<file path="src/rtl/pipe_hazard_ctrl.sv">
// pipe_hazard_ctrl
// Hazard and forwarding controller for the ID->EXE->MEM->WB pipeline.
// It tracks in-flight destinations in shadow pipeline registers and keeps a
// per-register load scoreboard. From these it produces the IF/ID freeze,
// the IF/ID flush, and the operand forwarding selects for EXE and MEM.

module pipe_hazard_ctrl #(
   parameter int NREG     = 4,
   parameter int RA_W     = 2,
   parameter int LD_LAT   = 1,
   parameter int ZERO_REG = 0
) (
   input  logic            clk,
   input  logic            rst,
   input  logic            id_valid,
   input  logic [RA_W-1:0] id_src1,
   input  logic            id_src1_en,
   input  logic [RA_W-1:0] id_src2,
   input  logic            id_src2_en,
   input  logic [RA_W-1:0] id_dest,
   input  logic            id_wb_en,
   input  logic            id_mem_rd,
   input  logic            id_mem_wr,
   input  logic            id_br_taken,
   output logic            stall,
   output logic            flush_if,
   output logic [1:0]      fwd_sel1,
   output logic [1:0]      fwd_sel2,
   output logic            fwd_st
);

   localparam logic [2:0] LD_CNT = 3'(LD_LAT);

   // Shadow copies of what sits in each downstream stage
   logic            ex_v, ex_wb, ex_en1, ex_en2, ex_st;
   logic [RA_W-1:0] ex_dest, ex_src1, ex_src2;
   logic            mem_v, mem_wb, mem_st;
   logic [RA_W-1:0] mem_dest, mem_stsrc;
   logic            wb_v, wb_wb;
   logic [RA_W-1:0] wb_dest;

   // Remaining load-use stall cycles per architectural register
   logic [2:0]      rdy_cnt [NREG];

   logic            busy1, busy2, issue;

   // Register 0 is exempt from all hazard logic when it is hardwired to zero
   function automatic logic is_zero(input logic [RA_W-1:0] r);
      return (ZERO_REG != 0) && (r == '0);
   endfunction

   // Freeze and flush decisions from the instruction currently in ID
   always_comb begin
      busy1    = id_src1_en && !is_zero(id_src1) && (rdy_cnt[id_src1] != 3'd0);
      busy2    = id_src2_en && !is_zero(id_src2) && (rdy_cnt[id_src2] != 3'd0);
      stall    = id_valid && (busy1 || busy2);
      issue    = id_valid && !stall;
      flush_if = id_valid && id_br_taken && !stall;
   end

   // Operand forwarding into EXE and store-data forwarding into MEM; the
   // younger MEM result takes priority over the older WB value
   always_comb begin
      fwd_sel1 = 2'b00;
      fwd_sel2 = 2'b00;
      if (ex_v && ex_en1 && !is_zero(ex_src1)) begin
         if (mem_v && mem_wb && (mem_dest == ex_src1))
            fwd_sel1 = 2'b01;
         else if (wb_v && wb_wb && (wb_dest == ex_src1))
            fwd_sel1 = 2'b10;
      end
      if (ex_v && ex_en2 && !is_zero(ex_src2)) begin
         if (mem_v && mem_wb && (mem_dest == ex_src2))
            fwd_sel2 = 2'b01;
         else if (wb_v && wb_wb && (wb_dest == ex_src2))
            fwd_sel2 = 2'b10;
      end
      fwd_st = mem_v && mem_st && wb_v && wb_wb &&
               (wb_dest == mem_stsrc) && !is_zero(mem_stsrc);
   end

   // Advance the shadow pipeline; a stalled ID injects a bubble into EXE
   always_ff @(posedge clk) begin
      if (!rst) begin
         ex_v      <= 1'b0;
         ex_wb     <= 1'b0;
         ex_en1    <= 1'b0;
         ex_en2    <= 1'b0;
         ex_st     <= 1'b0;
         ex_dest   <= '0;
         ex_src1   <= '0;
         ex_src2   <= '0;
         mem_v     <= 1'b0;
         mem_wb    <= 1'b0;
         mem_st    <= 1'b0;
         mem_dest  <= '0;
         mem_stsrc <= '0;
         wb_v      <= 1'b0;
         wb_wb     <= 1'b0;
         wb_dest   <= '0;
      end else begin
         wb_v      <= mem_v;
         wb_wb     <= mem_wb;
         wb_dest   <= mem_dest;
         mem_v     <= ex_v;
         mem_wb    <= ex_wb;
         mem_st    <= ex_st;
         mem_dest  <= ex_dest;
         mem_stsrc <= ex_src1;
         if (issue) begin
            ex_v    <= 1'b1;
            ex_wb   <= id_wb_en;
            ex_en1  <= id_src1_en;
            ex_en2  <= id_src2_en;
            ex_st   <= id_mem_wr;
            ex_dest <= id_dest;
            ex_src1 <= id_src1;
            ex_src2 <= id_src2;
         end else begin
            ex_v    <= 1'b0;
            ex_wb   <= 1'b0;
            ex_en1  <= 1'b0;
            ex_en2  <= 1'b0;
            ex_st   <= 1'b0;
         end
      end
   end

   // Load scoreboard: an issuing load arms its destination, an issuing
   // non-load writer to the same register cancels it (forwarding covers it),
   // and every other armed counter drains by one per cycle
   always_ff @(posedge clk) begin
      for (int r = 0; r < NREG; r++) begin
         if (!rst)
            rdy_cnt[r] <= 3'd0;
         else if (issue && id_wb_en && (id_dest == RA_W'(r)) && !is_zero(id_dest))
            rdy_cnt[r] <= id_mem_rd ? LD_CNT : 3'd0;
         else if (rdy_cnt[r] != 3'd0)
            rdy_cnt[r] <= rdy_cnt[r] - 3'd1;
      end
   end

   // A branch can only flush once it is free to issue
   assert property (@(posedge clk) disable iff (!rst) !(stall && flush_if));

endmodule

</file>
<file path="config.mk">
export PLATFORM = sky130hd
export DESIGN_NAME = pipe_hazard_ctrl
export DESIGN_NICKNAME = d
export VERILOG_FILES = /design/src/rtl/pipe_hazard_ctrl.sv
export SDC_FILE = /design/constraint.sdc
export NUM_CORES = 1
export LEC_CHECK = 0
export CAP_MARGIN = 20
export CORE_ASPECT_RATIO = 1.4
export CORE_MARGIN = 4
export CORE_UTILIZATION = 54
export DETAILED_ROUTE_END_ITERATION = 8
export GPL_TIMING_DRIVEN = 0
export PLACE_DENSITY = 0.88
export SLEW_MARGIN = 20
export SYNTH_ARGS = -nofsm -noshare
export SYNTH_HDL_FRONTEND = slang
export SYNTH_SLANG_ARGS = --single-unit
</file>
<file path="constraint.sdc">
create_clock -name clk -period 3.18 [get_ports clk]
set_input_delay 0.636 -clock clk [delete_from_list [all_inputs] [get_ports clk]]
set_output_delay 0.636 -clock clk [all_outputs]
set_load 0.005 [all_outputs]
</file>
==> flow_summary.toml <==
[detailed_routing]
dr.pass1.iters = 4
route.detailed.drc = 0
num_vias = 1355
drt-wirelength-per-cell_um = 15.2
antenna_left = 0
drt_iter0_markers = 71
vias_per_cell = 5.69
wl_mm = 3.62

[clock_tree]
h-tree-depth = 2
holdBufCountCts = 0
clockRootBuffer = "clkbuf_8"
cts_max_path_buffers = 2
worstSkewPairLatency_ns = 0.29
tritoncts = "built"
cts.sinks = 34
cts_made_buffers = 5
clkTransAtPathRegs_ns = 0.06

[global_route]
overflow = 0
grt_pass1_vias = 1404
grt_max_degree = 12
grt_antenna_before_repair = 0
grt_pass1_wl_mm = 5.95
track_usage_pct = 21.3

[floorplanning]
dieHeight_um = 73.8
dieArea_um2 = 4060
core_area_um2 = 2910
core.rowCount = 23
ios = 22
start_util_pct = 57.4
fp.dieW_um = 55.0

[setup_path]
critPathMaxFanout = 4
startpoint_type = "primary input"
arrival_ns = 2.45
end_kind = "output port"
worstPathRequired_ns = 2.54
worstSetupPathType = "in -> out"

[power]
p_sw_uw = 456
p_leak_nw = 0.933
peakVddDrop_uv = 519
pwr-share-clk_pct = 25.0
seq_power_share_pct = 42.1
p_int_mw = 1.05
p_comb_share_pct = 33.0
power_density_nw_per_um2 = 723
p_sw_share_pct = 30.4

[sta]
timing.slew.headroom_pct = 71.4
slew_violations = 0
rsz0062_at_grt = "false"
hold_viol = 0
setup_violations = 0
whs_ns = 0.435
tightest_slew_ns = 0.428
fmax_mhz = 324
period_minus_slack_ns = 3.08
period_share_pct = 97.0
clock-skew-final_ns = 0.00844
timing.final.ws_setup_ns = 0.0967

[synthesis]
async_flop_share_pct = 0
syn_avg_cell_area_um2 = 10.1
ys_ff_latch = 34
syn-num-nets = 189
yosysUniqueCellTypes = 34
ys_seq_area_share_pct = 48.0
synth_area_um2 = 1670
synth_edf_count = 12
synth_cells = 166
synth_flop_cell = "dfxtp_1"
synth_warnings = 0

[final_layout]
drive_gt1_share_pct = 13.9
final_common_cell = "dfxtp_1"
layout_common_cells = "dfxtp_1, inv_1, clkdlybuf4s50_1"
nets = 223
instances_no_fill = 238
antenna_cells = 0
area_growth_pct = 24.4

[placement]
dp_slack_ns = -0.969
place_inst = 224
gp_congestion = 0.758
portBuffers = 21
dp_hpwl_mm = 2.74

[outcome]
status = "finished clean"

[min_path]
hp-class = "reg -> reg"

[flow_run]
max-cap-violations = 0
==> Yosys cell counts (3+ instances only) <==
| master | n | area, µm² |
|---|---|---|
| and2_1 | 10 | 62.6 |
| and3_2 | 4 | 30.0 |
| clkbuf_1 | 4 | 15.0 |
| dfxtp_1 | 22 | 440 |
| edfxtp_1 | 12 | 360 |
| ha_1 | 8 | 100 |
| inv_1 | 18 | 67.6 |
| mux2i_1 | 4 | 40.0 |
| nand2_1 | 10 | 37.5 |
| nand2b_1 | 7 | 43.8 |
| nand4_1 | 9 | 56.3 |
| nand4b_1 | 3 | 26.3 |
| nor3_1 | 9 | 45.0 |
| nor3b_1 | 4 | 30.0 |
| o21ai_0 | 9 | 45.0 |
| xor2_1 | 10 | 87.6 |
==> worst max-delay path, stage by stage <==
cell,delay [ns]
buf_2,0.13
or4_1,0.52
o311a_1,0.14
a222oi_1,0.42
buf_4,0.19
and2b_2,0.20
clkdlybuf4s15_1,0.20
==> final timing paths <==
| check | start | to | slack (ns) | cells past startpoint |
|---|---|---|---|---|
| setup reg to reg | rdy_cnt[1][1]$_SDFFCE_PN0P_ | rdy_cnt[0][2]$_SDFFCE_PN0P_ | 0.61 | 9 |
| hold reg to reg | ex_st$_SDFF_PN0_ | mem_st$_SDFF_PN0_ | 0.43 | 1 |
| hold / removal | ex_st$_SDFF_PN0_ | mem_st$_SDFF_PN0_ | 0.43 | 1 |
| setup / recovery | id_src1[0] | stall | 0.1 | 7 |
==> flip-flops by register name, summed over array words and instances, names as in the netlist <==
name / count
ex_en1: 1
mem_v: 1
ex_src2: 2
wb_wb: 1
ex_st: 1
wb_v: 1
ex_src1: 2
ex_en2: 1
ex_wb: 1
mem_stsrc: 2
mem_dest: 2
mem_wb: 1
ex_dest: 2
ex_v: 1
wb_dest: 2
rdy_cnt: 12
mem_st: 1
==> power groups by stage <==
stage          Clock, mW  Combinational [mW]  Sequential (mW)
2_1_floorplan          0               0.314            0.621
5_1_grt            0.403               0.559            0.640
6_report           0.375               0.495            0.631
3_5_place_dp           0               0.434            0.638
4_1_cts            0.383               0.458            0.629
3_3_place_gp           0               0.387            0.632
==> final cells by class <==
| class | count | area (µm²) |
|---|---|---|
| inverter | 18 | 67.6 |
| tap | 37 | 46.3 |
| buffer | 5 | 22.5 |
| timing repair buffer | 27 | 241 |
| clock buffer | 8 | 111 |
| fill | 212 | 830 |
| sequential | 34 | 801 |
| multi-input combinational | 109 | 787 |
==> per-layer routing <==
layer / vias to the layer above / GRT usage, % / wire [µm]
met5: - / 0 / 0
met4: 0 / 13.8 / 123
met3: 10 / 6.90 / 155
met2: 37 / 37.2 / 1990
met1: 656 / 20.2 / 1360
li1: 652 / - / -
==> cell families (layout without fill, tap and decap cells) <==
| family | after synthesis | in the layout | share of synthesized area, % |
|---|---|---|---|
| fa+ha+maj | 8 | 8 | 6.00 |
| compound gates | 13 | 13 | 4.87 |
| simple gates | 73 | 73 | 27.6 |
| xor+xnor | 11 | 11 | 5.77 |
| mux | 4 | 4 | 2.40 |
| flops | 34 | 34 | 48.0 |
| buf+inv | 23 | 58 | 5.40 |
==> what timing repair did <==
action	4_1_cts	5_1_grt
gates resized for setup	11	7
pin swaps	2	2
buffers inserted	3	3
setup endpoints to repair	2	2
==> through the flow <==
step	power, mW	util [%]	area, µm²	setup TNS, ns
4_1_cts	1.47	70.8	2060	0
2_1_floorplan	0.936	-	1670	0
3_5_place_dp	1.07	66.3	1930	-6.04
5_1_grt	1.60	71.5	2080	0
3_3_place_gp	1.02	66.3	1930	-3.21
6_report	1.50	71.5	2080	0
(Power assumes the default switching activity.)
